**src/rtl/regfile_mp_sb.sv**
```systemverilog
// regfile_mp_sb: 2R/2W register file with write-to-read bypass and per-register busy scoreboard
module regfile_mp_sb #(
  parameter int DATA_W = 32,
  parameter int ADDR_W = 5,
  parameter bit ZERO_REG = 1,
  parameter bit BYPASS = 1
) (
  input  logic              clk,
  input  logic              rst,
  input  logic [ADDR_W-1:0] raddr1,
  input  logic [ADDR_W-1:0] raddr2,
  output logic [DATA_W-1:0] rdata1,
  output logic [DATA_W-1:0] rdata2,
  output logic              rbusy1,
  output logic              rbusy2,
  input  logic              wea,
  input  logic [ADDR_W-1:0] waddra,
  input  logic [DATA_W-1:0] wdataa,
  input  logic              web,
  input  logic [ADDR_W-1:0] waddrb,
  input  logic [DATA_W-1:0] wdatab,
  input  logic              issue_en,
  input  logic [ADDR_W-1:0] issue_addr,
  output logic [ADDR_W:0]   busy_cnt
);
  localparam int DEPTH = 2**ADDR_W;
  logic [DATA_W-1:0] regs_q [DEPTH];
  logic [DATA_W-1:0] regs_d [DEPTH];
  logic [DEPTH-1:0]  busy_q, busy_d;
  logic              wa_ok, wb_ok, is_ok;
  logic [ADDR_W-1:0] ra [2];
  logic [DATA_W-1:0] rd [2];
  logic              rb [2];
  assign ra[0] = raddr1;
  assign ra[1] = raddr2;
  assign rdata1 = rd[0];
  assign rdata2 = rd[1];
  assign rbusy1 = rb[0];
  assign rbusy2 = rb[1];
  // Accesses to a hardwired zero register are dropped before they reach data, bypass or scoreboard.
  assign wa_ok = wea & ~(ZERO_REG && waddra == '0);
  assign wb_ok = web & ~(ZERO_REG && waddrb == '0);
  assign is_ok = issue_en & ~(ZERO_REG && issue_addr == '0);
  always_comb begin
    regs_d = regs_q;
    if (wa_ok) regs_d[waddra] = wdataa;
    if (wb_ok) regs_d[waddrb] = wdatab;
    busy_d = busy_q;
    if (wa_ok) busy_d[waddra] = 1'b0;
    if (wb_ok) busy_d[waddrb] = 1'b0;
    if (is_ok) busy_d[issue_addr] = 1'b1;
  end
  always_comb begin
    for (int p = 0; p < 2; p++) begin
      rd[p] = (rst || (ZERO_REG && ra[p] == '0)) ? '0 :
              (BYPASS && wb_ok && waddrb == ra[p]) ? wdatab :
              (BYPASS && wa_ok && waddra == ra[p]) ? wdataa : regs_q[ra[p]];
      rb[p] = ~rst & busy_q[ra[p]] &
              ~(BYPASS && ((wa_ok && waddra == ra[p]) || (wb_ok && waddrb == ra[p])));
    end
  end
  always_comb begin
    busy_cnt = '0;
    for (int i = 0; i < DEPTH; i++) busy_cnt = busy_cnt + (ADDR_W+1)'(busy_q[i]);
  end
  always_ff @(posedge clk or posedge rst) begin
    if (rst) begin
      for (int i = 0; i < DEPTH; i++) regs_q[i] <= '0;
      busy_q <= '0;
    end else begin
      regs_q <= regs_d;
      busy_q <= busy_d;
    end
  end
endmodule
```
**config.mk**
```make
export PLATFORM = sky130hd
export DESIGN_NAME = regfile_mp_sb
export DESIGN_NICKNAME = d
export VERILOG_FILES = /design/src/rtl/regfile_mp_sb.sv
export SDC_FILE = /design/constraint.sdc
export NUM_CORES = 2
export LEC_CHECK = 0
export BUFFER_PORTS_ARGS = -buffer_cell sky130_fd_sc_hd__buf_2
export CELL_PAD_IN_SITES_DETAIL_PLACEMENT = 1
export CELL_PAD_IN_SITES_GLOBAL_PLACEMENT = 1
export CORE_MARGIN = 4
export CORE_UTILIZATION = 50
export DETAILED_ROUTE_END_ITERATION = 7
export PLACE_DENSITY_LB_ADDON = 0.1
export SLEW_MARGIN = 20
export SYNTH_ARGS = -nofsm -noshare
export SYNTH_HDL_FRONTEND = slang
export SYNTH_SLANG_ARGS = --single-unit
```
**constraint.sdc**
```tcl
create_clock -name clk -period 36.2 [get_ports clk]
set_input_delay 3.62 -clock clk [delete_from_list [all_inputs] [get_ports clk]]
set_output_delay 3.62 -clock clk [all_outputs]
set_load 0.01 [all_outputs]
```
==> flow_metrics.env <==
export IMPL_cts_hold_fix_buffers=0
export IMPL_final_util=0.544
export IMPL_cpMaxStageDelayCell="buf_4"
export IMPL_grt_antenna_before_repair=39
export IMPL_post_cts_resized=0
export IMPL_finalClockSkew_ns=0
export IMPL_seq_area_sq_um=26400
export IMPL_grt_max_degree=135
export IMPL_syn_num_nets=7291
export IMPL_leakage_nw=31.9
export IMPL_die_h_um=377
export IMPL_postLayoutCellArea_sq_um=73700
export IMPL_die_w_um=377
export IMPL_synth_distinct_cells=62
export IMPL_holdWs_ns=0.401
export IMPL_start_util=0.504
export IMPL_clock_tree_root_cell="clkbuf_16"
export IMPL_setup_worst_path_start_class="input port"
export IMPL_via_count=64000
export IMPL_dp_cells=8379
export IMPL_critical_path_max_stage_delay_ns=0.84
export IMPL_setup_slack_ns=24.07
export IMPL_ir_drop_mv=0.130
export IMPL_drc=0
export IMPL_drt_iter0_markers=9123
export IMPL_synthCells=7166
export IMPL_fin_cells=8646
export IMPL_rsz0062_at_grt="no"
export IMPL_num_io_pins=166
export IMPL_cts_setup_buffers=0
export IMPL_path_common_cell="buf_4"
export IMPL_dp_final_hpwl_mm=192
export IMPL_track_usage=0.466
export IMPL_wl_per_cell_um=39.2
export IMPL_setup_viol=0
export IMPL_wirelength_mm=339
export IMPL_cp_required_ns=32.58
export IMPL_p_total_mw=4.63
export IMPL_layout_min_cycle_time_ns=12.13
export IMPL_max_slew_margin_rel=0.141
export IMPL_syn_to_final_growth_pct=8.08
export IMPL_critPathCaptureType="primary output"
export IMPL_final_common_cell="dfrtp_1"
export IMPL_synth_seq_cells=1056
export IMPL_grt_overflow_total=0
export IMPL_place_ws_ns=24.36
export IMPL_worst_slew_pin_slew_ns=1.29
export IMPL_synth_edf_count=0
export IMPL_netlist_area_sq_um=68200
export IMPL_final_cell_mix="dfrtp_1 (1056), a21oi_1 (1027), mux2i_1 (911)"
export IMPL_path_max_fanout=59
export IMPL_power_density_nw_per_um2=62.8
export IMPL_fmax_mhz=82.4
export IMPL_cts_htree_levels=4
export IMPL_fp_coreArea_sq_um=135000
export IMPL_yosysSeqAreaShare=0.387
export IMPL_ys_warn_count=0
export IMPL_firstDrtPassIters=6
export IMPL_fin_nets=6858
export IMPL_cts_buffers=131
export IMPL_fill_cells=14800
export IMPL_place_congestion=0.916
export IMPL_grt_pass1_vias=64000
export IMPL_holdPathStages=0
export IMPL_via_per_inst=7.40
export IMPL_grt_pass1_wl_mm=475
export IMPL_ant_nets=0
export IMPL_rr_worst_depth=3
export IMPL_setup_tns_ns=0
export IMPL_drv_cap=0
export IMPL_crit_chain="buf_8 > buf_4 > buf_4 > buf_4 > mux2i_1 > a22o_1 > o31ai_1 > nor3_1 > o221ai_1 > buf_2"
export IMPL_post_route_period_util=0.335
export IMPL_cts_tree="built"
export IMPL_hold_viol=0
export IMPL_ys_flop_type="dfrtp_1"
export IMPL_port_buffers=165
export IMPL_die_area_sq_um=142000
export IMPL_cp_data_arrival_time_ns=8.51
export IMPL_crit_type="input port to primary output"
export IMPL_rows=135
export IMPL_cts_clk_slew_worst_paths_ns=0.05
export IMPL_outcome="finished clean"
export IMPL_placed_area_sq_um=69100
export IMPL_synth_area_per_cell_sq_um=9.52
export IMPL_clk_path_buf_depth=3
export IMPL_drive_above_1_share=0.176
export IMPL_async_reset_ff_frac=1.00
export IMPL_clock_sinks=1056
export IMPL_slew_viol_final=0
export IMPL_hp_class="flip-flop to flip-flop"
export IMPL_clkLatencyLatePin_ns=0.77
export IMPL_multi_input_area_sq_um=38100
-- layer usage --
layer,wire length [um],global-route usage,up-vias
met5,132,0,-
met4,28100,0.329,22
met3,44700,0.169,1550
met2,142000,0.667,4888
met1,124000,0.584,32500
li1,-,-,25000
-- synthesized netlist by cell type, drive strengths merged (11+ instances only) --
| master | count | area [sq um] |
|---|---|---|
| mux2 | 312 | 3510 |
| nor3 | 212 | 1070 |
| o31ai | 64 | 494 |
| a22oi | 70 | 526 |
| xor2 | 11 | 96.3 |
| a32oi | 12 | 105 |
| clkbuf | 527 | 1990 |
| mux2i | 911 | 9120 |
| mux4 | 266 | 5990 |
| a22o | 129 | 1130 |
| a211oi | 62 | 465 |
| nor2 | 811 | 3130 |
| a21oi | 1027 | 5140 |
| o21ai | 443 | 2220 |
| fa | 24 | 480 |
| o221ai | 52 | 455 |
| xnor2 | 12 | 105 |
| nand3 | 42 | 223 |
| a32o | 12 | 120 |
| o22ai | 124 | 776 |
| dfrtp | 1056 | 26400 |
| buf | 356 | 1940 |
| inv | 83 | 312 |
| nand2 | 465 | 1750 |
-- area by class of cell --
| type | instances | area share |
|---|---|---|
| inverters | 84 | 0.00438 |
| repair buffers | 317 | 0.0286 |
| multi-input cells | 5143 | 0.517 |
| clock buffers | 205 | 0.0553 |
| diodes | 30 | 0.00102 |
| clock inverters | 30 | 0.00536 |
| flip-flops and latches | 1056 | 0.358 |
| well taps | 1781 | 0.0302 |
-- where the power goes --
group / switching (mW) / internal, mW / total (mW)
Combinational: 0.785 / 0.686 / 1.47
Clock: 0.568 / 0.836 / 1.40
Sequential: 0.267 / 1.49 / 1.75
-- final timing paths --
path	from	end	slack [ns]
max	raddr1[2]	rdata1[9]	24.07
max in group asynchronous	rst	regs_q[475]$_DFF_PP0_	29.91
min	regs_q[997]$_DFF_PP0_	regs_q[997]$_DFF_PP0_	0.40
max reg2reg	busy_q[6]$_DFF_PP0_	busy_q[6]$_DFF_PP0_	35.21
min in group asynchronous	rst	regs_q[159]$_DFF_PP0_	3.10
min reg2reg	regs_q[997]$_DFF_PP0_	regs_q[997]$_DFF_PP0_	0.40
-- registers in the layout (all words and copies together) (netlist names) --
signal,cells
regs_q,1024
busy_q,32
-- critical path, delay by kind of cell --
kind | cells | cell delay [ns]
AO/OA/AOI/OAI | 3 | 1.42
multiplexers | 1 | 0.17
buffers and inverters | 5 | 3.03
AND/OR/NAND/NOR | 1 | 0.13
-- logic make-up (layout without fill, tap and decap cells) --
family	after synthesis	count (layout)	synth area share
compound gates	2005	2005	0.169
simple gates	1595	1595	0.0976
mux	1489	1489	0.273
flops	1056	1056	0.387
buf+inv	967	636	0.0622
fa+ha+maj	31	31	0.00833
xor+xnor	23	23	0.00295
other cells	0	30	0
No activity file was read; power rests on OpenSTA's default activity.
